==> src/rtl/seq_detect_sched.sv <==
// seq_detect_sched: round-robin time-sharing of one serial sequence detector among N_CH bit sources
module seq_detect_sched #(
    parameter int N_CH      = 4,
    parameter int FRAME_LEN = 16,
    parameter int CNT_W     = 5
) (
    input  logic                    clk,
    input  logic                    rst,
    input  logic [N_CH-1:0]         req,
    input  logic [N_CH-1:0]         bit_in,
    output logic [N_CH-1:0]         gnt,
    output logic [N_CH-1:0]         bit_ready,
    output logic                    det_rst,
    output logic                    det_x,
    input  logic                    det_z,
    output logic                    done,
    output logic                    aborted,
    output logic [$clog2(N_CH)-1:0] done_ch,
    output logic [CNT_W-1:0]        hit_count
);
    localparam int CH_W = $clog2(N_CH);
    localparam int BC_W = $clog2(FRAME_LEN + 1);
    typedef enum logic [1:0] {IDLE, CLEAR, STREAM, REPORT} state_t;
    state_t          state, state_nx;
    logic [CH_W-1:0] ch, last_ch, pick, cand;
    logic [BC_W-1:0] bit_cnt;
    logic [CNT_W-1:0] acc, acc_nx;
    logic            consume, drop, last_bit;
    // scan downwards so the nearest requester after last_ch is written last
    always_comb begin
        pick = last_ch;
        cand = last_ch;
        for (int i = N_CH; i >= 1; i--) begin
            cand = CH_W'((int'(last_ch) + i) % N_CH);
            if (req[cand]) pick = cand;
        end
    end
    always_comb begin
        consume      = state == STREAM && req[ch];
        drop         = state == STREAM && !req[ch];
        acc_nx       = (consume && det_z && acc != '1) ? acc + 1'b1 : acc;
        last_bit     = consume && bit_cnt == BC_W'(FRAME_LEN - 1);
        gnt          = '0;
        bit_ready    = '0;
        gnt[ch]      = state == CLEAR || state == STREAM;
        bit_ready[ch] = consume;
        det_rst      = rst || state == CLEAR;
        det_x        = state == STREAM && bit_in[ch];
        case (state)
            IDLE:    state_nx = |req ? CLEAR : IDLE;
            CLEAR:   state_nx = STREAM;
            STREAM:  state_nx = (drop || last_bit) ? REPORT : STREAM;
            default: state_nx = IDLE;
        endcase
    end
    always_ff @(posedge clk) begin
        if (rst) state <= IDLE;
        else     state <= state_nx;
    end
    // report registers load on the STREAM->REPORT edge so they are valid with done
    always_ff @(posedge clk) begin
        if (rst) begin
            ch        <= '0;
            last_ch   <= CH_W'(N_CH - 1);
            bit_cnt   <= '0;
            acc       <= '0;
            done      <= 1'b0;
            aborted   <= 1'b0;
            done_ch   <= '0;
            hit_count <= '0;
        end else begin
            if (state == IDLE) ch <= pick;
            if (state == CLEAR) begin
                bit_cnt <= '0;
                acc     <= '0;
            end
            if (consume) begin
                bit_cnt <= bit_cnt + 1'b1;
                acc     <= acc_nx;
            end
            done <= drop || last_bit;
            if (drop || last_bit) begin
                aborted   <= drop;
                done_ch   <= ch;
                hit_count <= acc_nx;
            end
            if (state == REPORT) last_ch <= ch;
        end
    end
endmodule

==> config.mk <==
export PLATFORM = sky130hd
export DESIGN_NAME = seq_detect_sched
export DESIGN_NICKNAME = d
export VERILOG_FILES = /design/src/rtl/seq_detect_sched.sv
export SDC_FILE = /design/constraint.sdc
export NUM_CORES = 1
export LEC_CHECK = 0
export BUFFER_PORTS_ARGS = -buffer_cell sky130_fd_sc_hd__buf_2
export CORE_AREA = 2 2 52 54
export DETAILED_ROUTE_END_ITERATION = 16
export DIE_AREA = 0 0 54 56
export PLACE_DENSITY = 0.81
export SLEW_MARGIN = 20
export SYNTH_ARGS = -nofsm -noshare
export SYNTH_HDL_FRONTEND = slang
export SYNTH_SLANG_ARGS = --single-unit
export TNS_END_PERCENT = 1
==> constraint.sdc <==
create_clock -name clk -period 5.7 [get_ports clk]
set_input_delay 0.855 -clock clk [delete_from_list [all_inputs] [get_ports clk]]
set_output_delay 0.855 -clock clk [all_outputs]
set_load 0.02 [all_outputs]
==> results, run 1 <==
- The flow ran to the end, and the final reports show no timing, DRC or antenna violations.
- The via count of the first global-routing pass came to roughly 1,100.
- The worst setup path is captured at an output port.
- The longest clock path from root to sink contains 2 buffers.
- The maximum number of pins on one net before global-route repair is 26.
- The combined global-route utilization of all metal layers is 19.96%.
- The first global-routing pass estimated 4650 um of wire.
- At the worst endpoint, the arrival time is roughly 2400 ps.
- The count of final hold-check violations is 0.
- The cell area after synthesis is 1365 sq um.
- The async set-or-reset flop fraction in the synthesized netlist is 0%.
- The finished cells cover 1543 sq um.
- The number of enable-type register cells in the synthesized netlist is 0.
- Setup repair after global routing left no endpoint under its margin.
- The floorplan has 18 rows.
- Power spread over the standard cell area amounts to 373.4 nW/um^2.
- The die boundary width is 54 um.
- At the end of the flow, the number of nets in the layout was 200.
- For the pin with the worst max-slew slack, the measured transition is ~480 ps.
- The pre-CTS worst setup slack is 2550 ps.
- The total overflow reported by the global router is 0.
- Across the run, the number of max-cap violations was 0.
- The standard cell core area is 2432 sq um.
- The initial antenna violation count is 0.
- The number of I/O port buffers is 29.
- The setup-violating endpoint count in the final report is 0.
- The total I/O pin count is 30.
- After the flow finishes, the layout carries non-filler instances totaling 209.
- The total inserted antenna cells is 0.
- When the netlist entered floorplanning its net count stood at between 150 and 200.
- The number of max-slew violations in the final report is 0.
- Summed over all nets, the half-perimeter wirelength after detailed placement is 2069 um.
- The fmax is 309.4 MHz.
- The Yosys step of the flow raised 0 warnings.
- The slowest stage of the critical path is the mux4_2 cell.
- The worst path meets setup with 2468 ps of slack.
- In the final routed layout, each cell accounts on average for 13.26 um.
- The critical path goes through mux4_2, and2_1, and3_1, buf_2.
- The min-delay analysis places its worst path in the category flip-flop to flip-flop.
- The switching fraction of total power is 42.13%.
- The internal power of the cells totals about 330 uW.
- The tree built by TritonCTS fans out to 25 sinks.
- The number of levels the H-tree was split into is 1.
- Of the post-synthesis cell area, the dominant cell type holds 36.66%.
- Clock-pin slew was measured on the worst setup and hold paths at 150 ps.
- The proportion of power drawn by flip-flops and latches is a little over two fifths.
- The die is between 50 and 60 um tall.
- The relative contribution of the clock network to total power is 14.5%.
- The cell taking the most area after synthesis is dfxtp_1.
- Across the VDD grid, the largest voltage drop is 314.3 uV.
- A synthesized cell averages approximately 8.9 sq um.
- After detailed routing, the number of vias per cell comes to 5.837.
- The fraction of final layout cells with drive strength greater than 1 is 24.02%.
- The count of unique library cells instantiated by Yosys is 39.
- Power comes to 576.1 uW.
- The number of buffers added for setup after CTS is 0.
- TritonCTS built the clock tree.
- The met1 track utilization from global routing is 25.17%.
- The net load switching power is 242.7 uW.
- The final worst-path cycle share is 56.71%.
- Buffers inserted during clock tree synthesis total 3.
- The dominant cell by count in the synthesized netlist is dfxtp_1.
- The category of the worst setup path launch point is a flip-flop.
- The routability-driven placement congestion ratio is 0.7950.
- The worst slew slack as a fraction of its limit is 67.82%.
- The total DRC errors in the routed layout is 0.
- Across all layers, the routed design uses 1,220 vias.
- The static leakage is 0.6653 nW.
- The area of the die is just over 3000 sq um.
- Global routing used 3.495% of the available met3 tracks.
- In this run the cell area measured after placement is between 1500 and 2000 sq um.
- The post-detailed-routing wire length is approximately 2800 um.
- STA puts the critical path data required time at 4850 ps.
- Summed over all failing endpoints, the final setup total negative slack is 0 ps.
- Of the total power, combinational logic draws 43.9%.
- The maximum fanout along the worst path is 13.
- Across the routed clock network, the largest skew measured is 5.955 ps.
- The sequential fraction of the synthesis area is 36.66%.
- The number of cells upsized or downsized after cts is 0.
- The insertion delay of the later-clocked pin in the worst-skew pair is roughly 330 ps.
- The kind of critical path is flip-flop to output port.
- The met2 usage in global routing is 33.10%.
- By area the synthesized netlist is led by dfxtp_1 (37%), ha_1 (8.2%), nand2_1 (4.1%), nand3_1 (3.3%), a311oi_2 (3.3%).
- Ranked by instance count, the synthesized netlist is headed by dfxtp_1 (25), nand2_1 (15), nor2_1 (11), inv_1 (10).
- The detail route stage leaves a number of antenna-violating nets equal to 0.
- For the finished layout, the period the worst path requires is 3232 ps.
- The number of placed instances with taps included is 205.
- The first detailed-routing pass took 4 iterations.
- For this configuration, the core starts out at a cell density of 56.12%.
- The cell count after synthesis came out at approximately 150.
- The total of hold buffers inserted after clock tree synthesis is 0.
- The violation count after the first detailed-routing iteration is 16.
- The tree is rooted in a clkbuf_4.
- The most heavily used metal layer in global routing is met2.
- The area growth from synthesis to layout is 13.02%.
- In the synthesized netlist the dominant register cell turns out to be dfxtp_1.
- The stage delay of the slowest cell on the critical path is 700 ps.
- The total of flip-flops plus latches after synthesis is 25.
-- power groups by stage --
stage / logic (mW) / registers [mW] / clock network, mW
after global routing: 0.277 / 0.248 / 0.0921
final: 0.253 / 0.240 / 0.0836
after floorplan: 0.193 / 0.244 / 0
after detailed placement: 0.253 / 0.245 / 0
after global placement: 0.247 / 0.242 / 0
after CTS: 0.253 / 0.241 / 0.0843
-- critical path: cells and delay by family, from the launching register on --
kind / cells / cell delay (ps)
multiplexers: 1 / 700
flip-flops: 1 / 630
buffers and inverters: 1 / 150
AND/OR/NAND/NOR: 2 / 560
-- per-stage QoR --
step | hold slack, ps | util (%)
finish | 483.1 | 63.43
global route | 507.7 | 63.43
CTS | 483.5 | 63.43
detailed placement | 464.3 | 62.19
global placement | 453.5 | 62.19
floorplan | 447.9 | -
-- cells in the final DEF, fill, tap and decap left out, drive strengths merged, types with 2 or more instances in the layout --
cell type	synthesis	routed
nor3	2	2
mux2i	4	4
and3	4	4
clkbuf	5	3
buf	2	29
o22ai	2	2
ha	9	9
a211o	2	2
mux4	2	2
nor3b	2	2
nor2b	3	3
o211ai	2	2
a311oi	6	6
or3	3	3
o21ai	2	2
and3b	3	3
inv	10	10
a31oi	3	3
nand2b	3	3
a21oi	9	9
dfxtp	25	25
nand3	9	9
a22oi	2	2
nor2	12	12
and2	3	3
nand2	16	16
-- registers in the layout, summed over array words and instances, names as in the netlist --
name	flops
bit_cnt	5
state	2
last_ch	2
acc	5
ch	2
done	1
aborted	1
hit_count	5
done_ch	2
-- layout make-up --
type                       instances  area (sq um)
clock buffer                       3         22.52
clock inverter                     1         7.507
fill                             221         889.6
inverter                          10         37.54
multi-input combinational        111         792.0
sequential                        25         500.5
tap                               30         37.54
timing repair buffer              29         145.1
-- layer usage --
layer | vias up | wire, um
li1 | 604 | -
met1 | 563 | 1172
met2 | 46 | 1394
met3 | 7 | 153
met4 | 0 | 51
met5 | - | 0
-- cells by family after synthesis --
logic type / share of synthesized area, %
multiplexers: 6.233
AO/OA/AOI/OAI: 19.25
flip-flops: 36.66
buffers and inverters: 5.316
AND/OR/NAND/NOR: 24.29
adder cells (fa/ha/maj): 8.249
-- path summary, 6_finish.rpt --
path              slack (ps)                     from                   endpoint  cells past startpoint
setup / recovery        2470       ch[0]$_SDFFE_PP0N_               bit_ready[3]                      4
setup reg to reg        3470       ch[0]$_SDFFE_PP0N_  hit_count[2]$_SDFFE_PP0P_                      4
hold reg to reg          480  bit_cnt[4]$_SDFFE_PP0P_    bit_cnt[4]$_SDFFE_PP0P_                      2
hold / removal           480  bit_cnt[4]$_SDFFE_PP0P_    bit_cnt[4]$_SDFFE_PP0P_                      2
Note: power is estimated with default switching activity, not from simulation.
==> run 2, diff against run 1 <==
CORE_AREA = 2 2 54 56   (was 2 2 52 54)
DIE_AREA = 0 0 56 58   (was 0 0 54 56)
PLACE_DENSITY = 0.75   (was 0.81)
clock period = 3.1 ns   (was 5.7 ns; I/O delays follow)
==> run 2 against run 1 <==
  * Routed wire length shrank 3.7%
  * Largest cell class unchanged
  * Critical endpoint unchanged
  * Critical path type unchanged
  * Combinational power grew 81%
  * Hold slack got worse by 7.0 ps
  * Utilization down 5.5 points
  * Final cell count rose by 0.48%
  * Sequential power rose by 83%
==> results, run 2 (synthesized netlist as in run 1, its figures left out) <==
- The data required time at the worst endpoint is 2630 ps.
- The HPWL after detailed placement is 2027 um.
- In this run the number of H-tree levels came out at 1.
- The overall power is approximately 1.0 mW.
- The combined global-route utilization of all metal layers is 18.01%.
- The number of vias per cell after detailed routing is 5.624.
- The largest registers in the layout are acc (5), bit_cnt (5), hit_count (5).
- Measured against its own limit, the worst slew margin works out to just under 70%.
- Row generation in the floorplan step produced 19 rows.
- In this run the worst hold path is classified as flip-flop to flip-flop.
- Between clock sinks in the finished design, the worst skew comes to between 4 and 5 ps.
- The standard cell core area is 2663 sq um.
- The number of max-slew violations in the final report was 0.
- The initial antenna violation count is 0.
- The worst hold path was traced through 2 stages.
- The final-stage net count is 200.
- The total power per unit cell area is 674.4 nW/um^2.
- The post-detailed-routing wire length is 2670 um.
- The total number of vias is 1,181.
- Adding up every negative setup slack in the final design gives 0 ps.
- Of the cells placed in the final design, the portion with a size suffix greater than 1 is roughly a quarter.
- The count of final hold-check violations came to 0.
- The worst setup path is captured at an output port.
- The clock net in this run drives a total of 25 sinks.
- Input and output buffers added on the ports amount to 29.
- The fmax is ~360 MHz.
- The worst register-to-register path has a depth of 4.
- The die is 56 um wide.
- The kind of critical path is flip-flop to output port.
- The category of the worst setup path launch point is a flip-flop.
- The die covers 3248 sq um.
- Across all setup checks in the final design, the least slack found is 296.0 ps.
- The initial standard-cell utilization of the core is 51.27%.
- The routability-driven placement congestion ratio is between 0.7 and 0.8.
- The maximum fanout along the worst path is 13.
- After detailed placement, the design holds a cell count of 206.
- The via count of the first global-routing pass is 1,091.
- Entering global routing, the biggest net connects 26 pins.
- The worst-case IR drop observed on VDD is ~510 uV.
- The clock passes through at most 2 buffers.
- The iteration count of the initial detailed-routing pass is 4.
- The floorplan step set the die height to 58 um.
- Leaving out fill and tap cells, the most frequent cell in the layout is buf_2.
- The setup check on the worst reg-to-reg path leaves a slack of 900 ps.
- The total I/O pin count is 30.
- Clock-pin slew was measured on the worst setup and hold paths at between 100 and 150 ps.
- The number of violations of the max-capacitance limit is 0.
- The analysis attributes to cell leakage a power of 0.6690 nW.
- After the first detailed-routing iteration, the DRC count stood at 19.
- The data arrival at the endpoint of the critical path is 2340 ps.
- The total overflow reported by the global router is 0.
- For this design, the CTS-stage hold fixing added 0 buffers.
- The pre-CTS worst setup slack is 638.4 ps.
- The transition time at the pin with the least slew margin is 489.8 ps.
- Once the clock tree was built, the setup fixing pass inserted 0 buffers.
- The number of cells in the finished layout apart from fillers is 210.
- Setup violations remaining at the end of the flow were counted as 0.
- The tree is rooted in a clkbuf_4.
- Relative to the synthesized area, the layout overhead comes to 12.92%.
- The total inserted antenna cells is 0.
- Setup repair after global routing left no endpoint under its margin.
- TritonCTS built the clock tree.
- The final worst-path cycle share is around nine tenths.
- The detail route stage leaves a number of antenna-violating nets equal to 0.
- Counting I/O delays and the setup requirement, the final critical path takes 2804 ps.
- In the layout the commonest cells are buf_2 (29), dfxtp_1 (25), nand2_1 (15).
- The insertion delay of the later-clocked pin in the worst-skew pair is 310 ps.
- The number of cells upsized or downsized after cts is 0.
- In the final routed layout, each cell accounts on average for 12.71 um.
- The first global-routing pass estimated 4664 um of wire.
- The flow ran to the end, and the final reports show no timing, DRC or antenna violations.
- Buffers inserted during clock tree synthesis total 3.
- In the routed design, unresolved DRC markers number 0.
run 2: changes by cell type in the layout (fill, tap and decap cells not counted), sizes merged:
cell / before / now
clkinv: 0 / 1
clkinvlp: 1 / 0
run 2: through the flow:
stage               hold WS, ps  cell area, sq um  utilization [%]
floorplan                 447.9              1365                -
global placement          453.7              1514            56.86
detailed placement        458.5              1514            56.86
CTS                       468.1              1541            57.89
global route              502.8              1541            57.89
finish                    476.1              1541            57.89
run 2: area by class of cell:
| class | instances | area (sq um) |
|---|---|---|
| sequential | 25 | 500.5 |
| multi-input combinational | 111 | 792.0 |
| clock buffer | 3 | 22.52 |
| fill | 245 | 1121 |
| clock inverter | 1 | 5.005 |
| tap | 31 | 38.79 |
| timing repair buffer | 29 | 145.1 |
| inverter | 10 | 37.54 |
run 2: power breakdown:
part	total [mW]	switching (mW)	internal (mW)
clock	0.142	0.0937	0.0482
sequential	0.439	0.0650	0.374
combinational	0.458	0.270	0.189
total	1.04	0.428	0.611
run 2: layer usage:
metal	vias up	track usage, %	share of wire [%]
met2	30	33.78	49
met1	543	21.23	46
met3	5	2.232	3.5
li1	603	-	-
met4	0	6.122	1.5
met5	-	0	0
run 2: worst max-delay path, cell delays in order (launching register included):
cell     delay, ps
dfxtp_1        610
mux4_2         700
and2_1         320
and3_1         240
buf_2          150
run 2: worst paths after layout:
check                               start                 endpoint
hold / removal    bit_cnt[4]$_SDFFE_PP0P_  bit_cnt[4]$_SDFFE_PP0P_
setup reg to reg       ch[0]$_SDFFE_PP0N_  done_ch[0]$_SDFFE_PP0P_
setup / recovery       ch[0]$_SDFFE_PP0N_             bit_ready[3]
hold reg to reg   bit_cnt[4]$_SDFFE_PP0P_  bit_cnt[4]$_SDFFE_PP0P_
